[src/rtl/bf_pkg.sv]
// Shared definitions for the Bellman-Ford arbitrage engine.
//   NODES     vertex count (adjmat is NODES x NODES)
//   PRED_W    vertex index width
//   WEIGHT_W  signed edge/vertex weight width
//   TIMEOUT   watchdog limit, in cycles, for the relax/detect wait states
//   vert_word_t    one vertmat entry: {predecessor, weight}
//   sched_state_t  scheduler FSM states
package bf_pkg;

    localparam int NODES    = 16;
    localparam int PRED_W   = 4;
    localparam int WEIGHT_W = 32;
    localparam int TIMEOUT  = 4096;

    typedef struct packed {
        logic [PRED_W-1:0]          pred;
        logic signed [WEIGHT_W-1:0] weight;
    } vert_word_t;

    typedef enum logic [2:0] {
        S_IDLE         = 3'd0,
        S_WRITE        = 3'd1,
        S_INIT         = 3'd2,
        S_RELAX_START  = 3'd3,
        S_RELAX_WAIT   = 3'd4,
        S_DETECT_RESET = 3'd5,
        S_DETECT_WAIT  = 3'd6,
        S_FINISH       = 3'd7
    } sched_state_t;

endpackage

[src/rtl/bf_watchdog.sv]
// Cycle watchdog for the scheduler wait states.
//   clk_i     clock
//   rst_i     asynchronous active-high reset
//   clr_i     synchronous clear of the count (has priority over en_i)
//   en_i      count one cycle
//   expire_o  high in the TIMEOUT-th enabled cycle since the last clear
module bf_watchdog #(
    parameter int TIMEOUT = 4096,
    parameter int CNT_W   = $clog2(TIMEOUT + 1)
) (
    input  logic clk_i,
    input  logic rst_i,
    input  logic clr_i,
    input  logic en_i,
    output logic expire_o
);

    logic [CNT_W-1:0] count_q;

    // The count holds the number of enabled cycles already elapsed, so the
    // enabled cycle that sees TIMEOUT-1 is the TIMEOUT-th one.
    assign expire_o = en_i && (count_q == CNT_W'(TIMEOUT - 1));

    always_ff @(posedge clk_i or posedge rst_i) begin
        if (rst_i) begin
            count_q <= '0;
        end else if (clr_i) begin
            count_q <= '0;
        end else if (en_i && !expire_o) begin
            count_q <= count_q + CNT_W'(1);
        end
    end

endmodule

[src/rtl/bf_scheduler.sv]
// Top-level sequencer for the Bellman-Ford arbitrage engine.
// Accepts host edge-weight updates (one adjmat write each); an update flagged
// last starts a solve: vertmat init {v,0} for every vertex, up to NODES-1
// relax passes (early exit when a pass changes nothing), then one
// negative-cycle detect sweep. A watchdog aborts a stuck wait.
// Ports:
//   clk, reset                   clock / asynchronous active-high reset
//   upd_valid/upd_ready          host update handshake, ready only in IDLE
//   upd_row/col/weight/last      update fields; last starts a solve
//   adjmat_we/wr_row/wr_col/wr_data   adjmat write port
//   vertmat_we/wr_addr/wr_data        vertmat write port ({pred, weight})
//   relax_start/relax_done/relax_changed  relax engine handshake
//   cycle_reset/cycle_done        cycle detector control / completion level
//   busy, run_done, pass_count, err_timeout   status
//   dbg_state                     current FSM state
// Handshake: an update transfers on a rising edge where upd_valid and
// upd_ready are both high; the host holds the fields stable until then.
// All outputs are registered and decoded from the next state, so each one
// lines up with the state it belongs to.
module bf_scheduler
    import bf_pkg::*;
(
    input  logic                       clk,
    input  logic                       reset,
    input  logic                       upd_valid,
    output logic                       upd_ready,
    input  logic [PRED_W-1:0]          upd_row,
    input  logic [PRED_W-1:0]          upd_col,
    input  logic [WEIGHT_W-1:0]        upd_weight,
    input  logic                       upd_last,
    output logic                       adjmat_we,
    output logic [PRED_W-1:0]          adjmat_wr_row,
    output logic [PRED_W-1:0]          adjmat_wr_col,
    output logic [WEIGHT_W-1:0]        adjmat_wr_data,
    output logic                       vertmat_we,
    output logic [PRED_W-1:0]          vertmat_wr_addr,
    output logic [PRED_W+WEIGHT_W-1:0] vertmat_wr_data,
    output logic                       relax_start,
    input  logic                       relax_done,
    input  logic                       relax_changed,
    output logic                       cycle_reset,
    input  logic                       cycle_done,
    output logic                       busy,
    output logic                       run_done,
    output logic [PRED_W-1:0]          pass_count,
    output logic                       err_timeout,
    output logic [2:0]                 dbg_state
);

    sched_state_t        state_q, state_d;
    logic [PRED_W-1:0]   v_q, v_d;
    logic [PRED_W-1:0]   p_q, p_d;
    logic                last_q;
    logic                accept;
    logic                abort;
    logic                wd_clr;
    logic                wd_en;
    logic                wd_expire;
    vert_word_t          vert_d;

    logic                upd_ready_q;
    logic                adj_we_q;
    logic [PRED_W-1:0]   adj_row_q;
    logic [PRED_W-1:0]   adj_col_q;
    logic [WEIGHT_W-1:0] adj_data_q;
    logic                vert_we_q;
    logic [PRED_W-1:0]   vert_addr_q;
    vert_word_t          vert_data_q;
    logic                relax_start_q;
    logic                cycle_reset_q;
    logic                busy_q;
    logic                run_done_q;
    logic [PRED_W-1:0]   pass_count_q;
    logic                err_q;

    bf_watchdog #(
        .TIMEOUT (TIMEOUT)
    ) u_watchdog (
        .clk_i    (clk),
        .rst_i    (reset),
        .clr_i    (wd_clr),
        .en_i     (wd_en),
        .expire_o (wd_expire)
    );

    always_comb begin
        state_d = state_q;
        v_d     = v_q;
        p_d     = p_q;
        accept  = 1'b0;
        abort   = 1'b0;
        wd_clr  = 1'b0;
        wd_en   = 1'b0;
        case (state_q)
            S_IDLE: begin
                if (upd_valid && upd_ready_q) begin
                    accept  = 1'b1;
                    state_d = S_WRITE;
                end
            end
            S_WRITE: begin
                if (last_q) begin
                    state_d = S_INIT;
                    v_d     = '0;
                end else begin
                    state_d = S_IDLE;
                end
            end
            S_INIT: begin
                if (v_q == PRED_W'(NODES - 1)) begin
                    state_d = S_RELAX_START;
                    p_d     = '0;
                end else begin
                    v_d = v_q + PRED_W'(1);
                end
            end
            S_RELAX_START: begin
                wd_clr  = 1'b1;
                state_d = S_RELAX_WAIT;
            end
            S_RELAX_WAIT: begin
                wd_en = 1'b1;
                if (relax_done) begin
                    p_d = p_q + PRED_W'(1);
                    // NODES-1 passes are enough for any shortest path; the
                    // pass that brings p to NODES-1 is the last one.
                    if (!relax_changed || (p_q == PRED_W'(NODES - 2))) begin
                        state_d = S_DETECT_RESET;
                    end else begin
                        state_d = S_RELAX_START;
                    end
                end else if (wd_expire) begin
                    abort   = 1'b1;
                    state_d = S_IDLE;
                end
            end
            S_DETECT_RESET: begin
                wd_clr  = 1'b1;
                state_d = S_DETECT_WAIT;
            end
            S_DETECT_WAIT: begin
                wd_en = 1'b1;
                if (cycle_done) begin
                    state_d = S_FINISH;
                end else if (wd_expire) begin
                    abort   = 1'b1;
                    state_d = S_IDLE;
                end
            end
            S_FINISH: begin
                state_d = S_IDLE;
            end
            default: begin
                state_d = S_IDLE;
            end
        endcase

        vert_d.pred   = v_d;
        vert_d.weight = '0;
    end

    always_ff @(posedge clk or posedge reset) begin
        if (reset) begin
            state_q       <= S_IDLE;
            v_q           <= '0;
            p_q           <= '0;
            last_q        <= 1'b0;
            upd_ready_q   <= 1'b1;
            adj_we_q      <= 1'b0;
            adj_row_q     <= '0;
            adj_col_q     <= '0;
            adj_data_q    <= '0;
            vert_we_q     <= 1'b0;
            vert_addr_q   <= '0;
            vert_data_q   <= '0;
            relax_start_q <= 1'b0;
            cycle_reset_q <= 1'b1;
            busy_q        <= 1'b0;
            run_done_q    <= 1'b0;
            pass_count_q  <= '0;
            err_q         <= 1'b0;
        end else begin
            state_q <= state_d;
            v_q     <= v_d;
            p_q     <= p_d;
            if (accept) begin
                last_q     <= upd_last;
                adj_row_q  <= upd_row;
                adj_col_q  <= upd_col;
                adj_data_q <= upd_weight;
            end
            upd_ready_q   <= (state_d == S_IDLE);
            adj_we_q      <= (state_d == S_WRITE);
            vert_we_q     <= (state_d == S_INIT);
            vert_addr_q   <= v_d;
            vert_data_q   <= vert_d;
            relax_start_q <= (state_d == S_RELAX_START);
            // An abort also pulses the detector reset so a half-finished
            // sweep cannot leave a stale cycle_done behind.
            cycle_reset_q <= (state_d == S_DETECT_RESET) || abort;
            busy_q        <= (state_d != S_IDLE);
            run_done_q    <= (state_d == S_FINISH);
            if (state_d == S_FINISH) begin
                pass_count_q <= p_d;
            end
            if (abort) begin
                err_q <= 1'b1;
            end
        end
    end

    assign upd_ready       = upd_ready_q;
    assign adjmat_we       = adj_we_q;
    assign adjmat_wr_row   = adj_row_q;
    assign adjmat_wr_col   = adj_col_q;
    assign adjmat_wr_data  = adj_data_q;
    assign vertmat_we      = vert_we_q;
    assign vertmat_wr_addr = vert_addr_q;
    assign vertmat_wr_data = vert_data_q;
    assign relax_start     = relax_start_q;
    assign cycle_reset     = cycle_reset_q;
    assign busy            = busy_q;
    assign run_done        = run_done_q;
    assign pass_count      = pass_count_q;
    assign err_timeout     = err_q;
    assign dbg_state       = state_q;

endmodule

[config.mk]
export PLATFORM = sky130hd
export DESIGN_NAME = bf_scheduler
export DESIGN_NICKNAME = d
export VERILOG_FILES = /design/src/rtl/bf_pkg.sv /design/src/rtl/bf_watchdog.sv /design/src/rtl/bf_scheduler.sv
export SDC_FILE = /design/constraint.sdc
export NUM_CORES = 1
export LEC_CHECK = 0
export ABC_AREA = 1
export CORE_ASPECT_RATIO = 1.1
export CORE_UTILIZATION = 40
export CTS_CLUSTER_SIZE = 12
export DETAILED_ROUTE_END_ITERATION = 7
export PLACE_DENSITY_LB_ADDON = 0.3
export SYNTH_ARGS = -nofsm -noshare
export SYNTH_HDL_FRONTEND = slang
export SYNTH_SLANG_ARGS = --single-unit
[constraint.sdc]
create_clock -name clk -period 3.3 [get_ports clk]
set_input_delay 0.66 -clock clk [delete_from_list [all_inputs] [get_ports clk]]
set_output_delay 0.66 -clock clk [all_outputs]
set_load 0.01 [all_outputs]
==> results.md, run 1 <==
* Status: finished, final reports clean
* Slew HR at 25.6%
* Core Area at 0.00896 mm2
* Flop pwr share at 37.5%
* Crit path capture type: flip-flop
* Placed Instances at 652
* Slew at the pin with the worst max-slew slack at 1.11 ns
* Syn_area_per_cell at 8.46 um2
* Sw Ratio at 36.9%
* Initial antenna violation count at 0
* Post-CTS Hold Fix Bufs at 0
* RSZ-0062 raised after global routing: false
* Ys async rst share at between 90% and 100%
* Inserted Diodes at 0
* DR iter-0 viols at 83
* Final setup fails at 0
* Routed via count divided by cell count at 4.59
* Worst path arrival time at 2.06 ns
* CTS Root Cell: clkbuf_8
* Max-cap viol count at 0
* Most used DFF post-synth: dfrtp_1
* Switch Pwr at 0.00156 W
* Fin. max-slew vios at 0
* Clock transition at the registers of the reported paths at 0.08 ns
* Drt total wl at 8410 um
* Comb power frac at roughly 43%
* Post-DR wirelength/cell at 12.6 um
* Clock group share of total power at 19.4%
* GRT Util Overall at 18.6%
* Vias at 3063
* Post-synth EDFFs at 0
* HP Class: flip-flop to flip-flop
* Worst vdd ir at roughly 0.00038 V
* Design area at 0.00503 mm2
* Die Wd at about 94 um
* Worst-Skew Late Latency at about 0.36 ns
* Internal power at approximately 0.0027 W
* Global route total overflow at 0
* Synth warn at 0
* Setup TNS Final at 0 ns
* Sequential area share after synthesis at between 50% and 60%
* Highest-count cells in the layout ignoring fill and taps: 175 x nand2_1, 109 x clkdlybuf4s50_1, 75 x dfrtp_1, 32 x conb_1, 28 x inv_1
* Synth top area cells: dfrtp_1 50%, nand2_1 18%, buf_4 7.2%, inv_1 2.9%, nand3_1 2.0%
* Yosys cell types at 37
* Layout Cells excl Fill at 668
* Starting Density at about two fifths
* Post-synth top area cell: dfrtp_1
* CTS tree: yes
* Layout area overhead at 34.8%
* Post-DP HPWL at just over 6000 um
* DRC violation count after routing at 0
* Netlist Area Pre-Place at ~0.0037 mm2
* PostCTS Resize Cnt at 0
* CTS Sinks at 77
* Setup Skew at 0.00866 ns
* Most common cell after layout, fill and taps aside: nand2_1
* CTS Buf Count at 9
* Die H at 103 um
* Critical path type: input pin to flip-flop
* GP Congestion at about 0.84
* WHS at 0.468 ns
* Ratio of cells with drive above 1 in the final layout at 10.1%
* I/O pin cnt at 142
* Number of global-route vias before repair at 2927
* Share of the synthesized area in the top cell type at around 50%
* Total power at 0.00421 W
* Pleak at around 2.4 nW
* Total setup buffers inserted after CTS at 0
* Period minus WS final at 2.19 ns
* Gate count of the mapped netlist at 441
* Pwr per Cell Area at 838 mW/mm2
* Placement Cell Area at 0.00480 mm2
* Die area at 0.00972 mm2
* Crit path max fanout at 42
* DRT antenna net count at 0
* Final Hold Viols at 0
* Seq cells post-synth at 77
* Cell row count at 36
* Nets at 600
* Pre-antenna DRT Iters at 4
* Worst endpoint required time at 3.16 ns
* CTS Buffer Depth at 2
* Max H-tree Level at 3
* PortBufs at 109
* Max frequency at 456 MHz
* Period utilisation layout at 66.5%
* Largest net degree at the start of global routing at 49
* Critical Path Start Type: input pin
* First-pass GRT wire length at 13700 um
==> layout make-up <==
type / instances / area (um2)
clock inverters: 4 / 70.1
inverters: 37 / 139
clock buffers: 12 / 155
repair buffers: 111 / 1120
flip-flops and latches: 77 / 1930
well taps: 114 / 143
multi-input cells: 313 / 1470
fillers: 808 / 3940
==> layer usage <==
metal / vias up / track usage, % / wire length, um
li1: 1522 / - / -
met1: 1430 / 22.9 / 3670
met2: 103 / 29.5 / 3870
met3: 8 / 7.02 / 765
met4: 0 / 7.46 / 107
met5: - / 0 / 0
==> kinds of logic (layout without fill, tap and decap cells) <==
group           count (synthesis)  count (layout)  synth area share, %
simple gates                  245             245                 29.0
buf+inv                        82             164                 11.9
compound gates                 27              27                 4.73
other cells                     1              32                0.101
fa+ha+maj                       4               4                 1.34
xor+xnor                        5               5                 1.17
flops                          77              77                 51.7
==> state kept, by name, indices dropped and copies added (netlist names) <==
signal              cells
adjmat_we               1
adjmat_wr_col           4
adjmat_wr_data         32
adjmat_wr_row           4
busy                    1
cycle_reset             1
dbg_state               3
err_timeout             1
last_q                  1
p_q                     4
pass_count              4
relax_start             1
run_done                1
u_watchdog.count_q     13
upd_ready               1
vertmat_we              1
vertmat_wr_data         4
==> power by group through the flow <==
stage	registers, W	logic [W]	clock network (W)
floorplan	0.00169	0.000838	0
global placement	0.00159	0.00178	0
detailed placement	0.00158	0.00183	0
CTS	0.00158	0.00184	0.000828
global route	0.00162	0.00202	0.000866
finish	0.00158	0.00182	0.000818
==> final timing paths <==
check / from / end / slack [ns] / cells after the start
max: upd_valid / adjmat_we$_DFF_PP0_ / 1.11 / 3
min in group asynchronous: reset / adjmat_wr_data[24]$_DFFE_PP0P_ / 0.70 / 2
max reg2reg: dbg_state[0]$_DFF_PP0_ / adjmat_we$_DFF_PP0_ / 1.17 / 3
max in group asynchronous: reset / cycle_reset$_DFF_PP1_ / 1.88 / 3
min reg2reg: err_timeout$_DFFE_PP0P_ / err_timeout$_DFFE_PP0P_ / 0.47 / 1
min: err_timeout$_DFFE_PP0P_ / err_timeout$_DFFE_PP0P_ / 0.47 / 1
==> critical path, stage by stage <==
cell             delay [ns]
clkdlybuf4s50_1        0.42
nand4_2                0.10
clkinv_1               0.85
==> Yosys cell counts, types with 6 or more instances <==
cell type  count
nor2_4         6
nor2_2         6
nand3_1       15
o21ai_0        8
nand2_1      175
clkbuf_1       8
buf_4         36
nand2_2       10
inv_2          7
nand4_1        9
nor2_1        13
dfrtp_1       75
inv_1         29
==> metrics by stage <==
stage,worst slack [ns],util [%]
detailed placement,0.703,53.6
floorplan,0.677,-
global placement,0.738,53.6
finish,1.11,56.1
global route,0.829,56.1
CTS,1.09,56.1
(Power assumes the default switching activity.)
==> inputs of run 2 (changes only) <==
- clock period: 3.3 -> 2.15 ns (I/O delays scaled with it)
==> run 2 against run 1 <==
Effect of this change: wire length down 0.63%; clock skew up 0.00062 ns; critical path depth down 2; total power up 50%; register-to-register slack worse by 0.78 ns; sequential share of layout area up 0.067 points; critical path type is now flip-flop to output pin; cell area down 0.17%; non-clock buffer count up 1.
==> results.md, run 2 (synthesis results as in run 1) <==
* Status: finished, final reports clean
* Worst Hold Depth at 2
* Period minus WS final at between 1.5 and 2 ns
* Pwr per Cell Area at 1260 mW/mm2
* Setup WS post-layout at ~0.21 ns
* Design area at around 0.005 mm2
* Final Hold Viols at 0
* Max H-tree Level at 3
* Worst-Skew Late Latency at 0.35 ns
* Largest net degree at the start of global routing at between 70 and 80
* CTS tree: yes
* DRT antenna net count at 0
* Setup Skew at 0.00928 ns
* CTS Sinks at between 70 and 80
* Die Wd at 94.1 um
* Initial antenna violation count at 0
* CTS Root Cell: clkbuf_8
* Pre-antenna DRT Iters at 4
* Final setup fails at 0
* I/O pin cnt at 142
* Die area at 0.00972 mm2
* Critical path type: flip-flop to output pin
* Area taken by multi-input logic gates at between 0.001 and 0.0015 mm2
* Clock transition at the registers of the reported paths at 0.08 ns
* Critical Path Start Type: flip-flop
* Total setup buffers inserted after CTS at 0
* PortBufs at 109
* Vias at 3105
* Max-cap viol count at 0
* Max frequency at about 520 MHz
* Pleak at ~2.4 nW
* Drt total wl at 8360 um
* Reg area at 0.00193 mm2
* Nets at 601
* Setup TNS Final at 0 ns
* Placement Cell Area at 0.00483 mm2
* CP peak stage delay at 0.60 ns
* Starting Density at 41.6%
* RSZ-0062 raised after global routing: false
* Highest-count cells in the layout ignoring fill and taps: 175 x nand2_1, 109 x clkdlybuf4s50_1, 75 x dfrtp_1, 32 x conb_1, 28 x inv_1
* Cell row count at 36
* CTS Buffer Depth at 2
* PostCTS Resize Cnt at 0
* DRC violation count after routing at 0
* Fin. max-slew vios at 0
* Most common cell after layout, fill and taps aside: nand2_1
* Worst path arrival time at 1.51 ns
* Routed via count divided by cell count at 4.64
* Global route total overflow at 0
* Delay-heaviest family, CP: buffers and inverters
* GP Congestion at around 0.86
* Inserted Diodes at 0
* HP Class: flip-flop to flip-flop
* Largest register FFs at 32
* Post-CTS Hold Fix Bufs at 0
* WHS at 0.478 ns
* Cells on worst reg2reg path at 12
* Period utilisation layout at between 90% and 100%
* Worst path depth at 1
* Post-DP HPWL at around 6200 um
* Fill cell count at 815
* Core Area at 0.00896 mm2
* Placement Setup Slack at 0.281 ns
* CTS Buf Count at 9
* Worst vdd ir at 0.000659 V
* Worst endpoint required time at approximately 1.7 ns
* CP max stage cell: clkdlybuf4s50_1
* Die H at 103 um
* Ratio of cells with drive above 1 in the final layout at 10.1%
* Crit path cell chain: clkdlybuf4s50_1
* WP buf/inv at 1
* Layout area overhead at 34.5%
* First-pass GRT wire length at 13900 um
* Number of global-route vias before repair at 3057
* Crit path max fanout at 7
* Post-DR wirelength/cell at 12.5 um
* Crit path capture type: output pin
* DR iter-0 viols at 92
* GRT Util Overall at a little under a fifth
[run 2: worst paths after layout]
kind | slack [ns] | from | end
max | 0.21 | dbg_state[0]$_DFF_PP0_ | dbg_state[0]
min | 0.48 | adjmat_wr_data[16]$_DFFE_PP0P_ | adjmat_wr_data[16]$_DFFE_PP0P_
max reg2reg | 0.39 | u_watchdog.count_q[0]$_DFFE_PP0P_ | u_watchdog.count_q[6]$_DFFE_PP0P_
min reg2reg | 0.48 | adjmat_wr_data[16]$_DFFE_PP0P_ | adjmat_wr_data[16]$_DFFE_PP0P_
max in group asynchronous | 1.28 | reset | upd_ready$_DFF_PP1_
min in group asynchronous | 0.54 | reset | adjmat_wr_data[5]$_DFFE_PP0P_
[run 2: worst reg2reg max path, stage by stage, from the launching register on]
cell and delay (ns):
dfrtp_1 0.46, ha_1 0.20, nand2_1 0.08, nor2_1 0.14
nand3_1 0.13, nand2_2 0.15, inv_2 0.08, nand2_2 0.11
inv_2 0.06, nand3_1 0.09, nand2_1 0.06, nand2_1 0.05
nor2_1 0.04
[run 2: final cells by class]
class	instances	area share, %
clock buffers	12	2.89
multi-input cells	313	29.4
well taps	114	2.84
repair buffers	112	22.7
inverters	37	2.84
flip-flops and latches	77	38.4
clock inverters	4	0.947
[run 2: report_power, final]
part           leakage [nW]  switching (W)  internal (W)  total, W
registers             0.987       0.000404       0.00201   0.00242
clock network        0.0964       0.000516      0.000565   0.00108
logic                  1.34        0.00144       0.00137   0.00281
total                  2.43        0.00236       0.00395   0.00631
[run 2: metal layers]
metal	GRT usage (%)	vias to the layer above	part of all wire (%)
met5	0	-	0
met4	9.47	0	2.4
met3	5.34	12	8.3
met2	30.4	116	47
met1	23.1	1454	42
li1	-	1523	-
[run 2: metrics by stage]
stage | utilization, % | total power (W) | std cells
6_report | 56.0 | 0.00631 | 669
5_1_grt | 56.0 | 0.00681 | 669
4_1_cts | 56.0 | 0.00640 | 669
3_5_place_dp | 53.9 | 0.00528 | 653
3_3_place_gp | 53.9 | 0.00521 | 653
2_1_floorplan | - | 0.00388 | 472
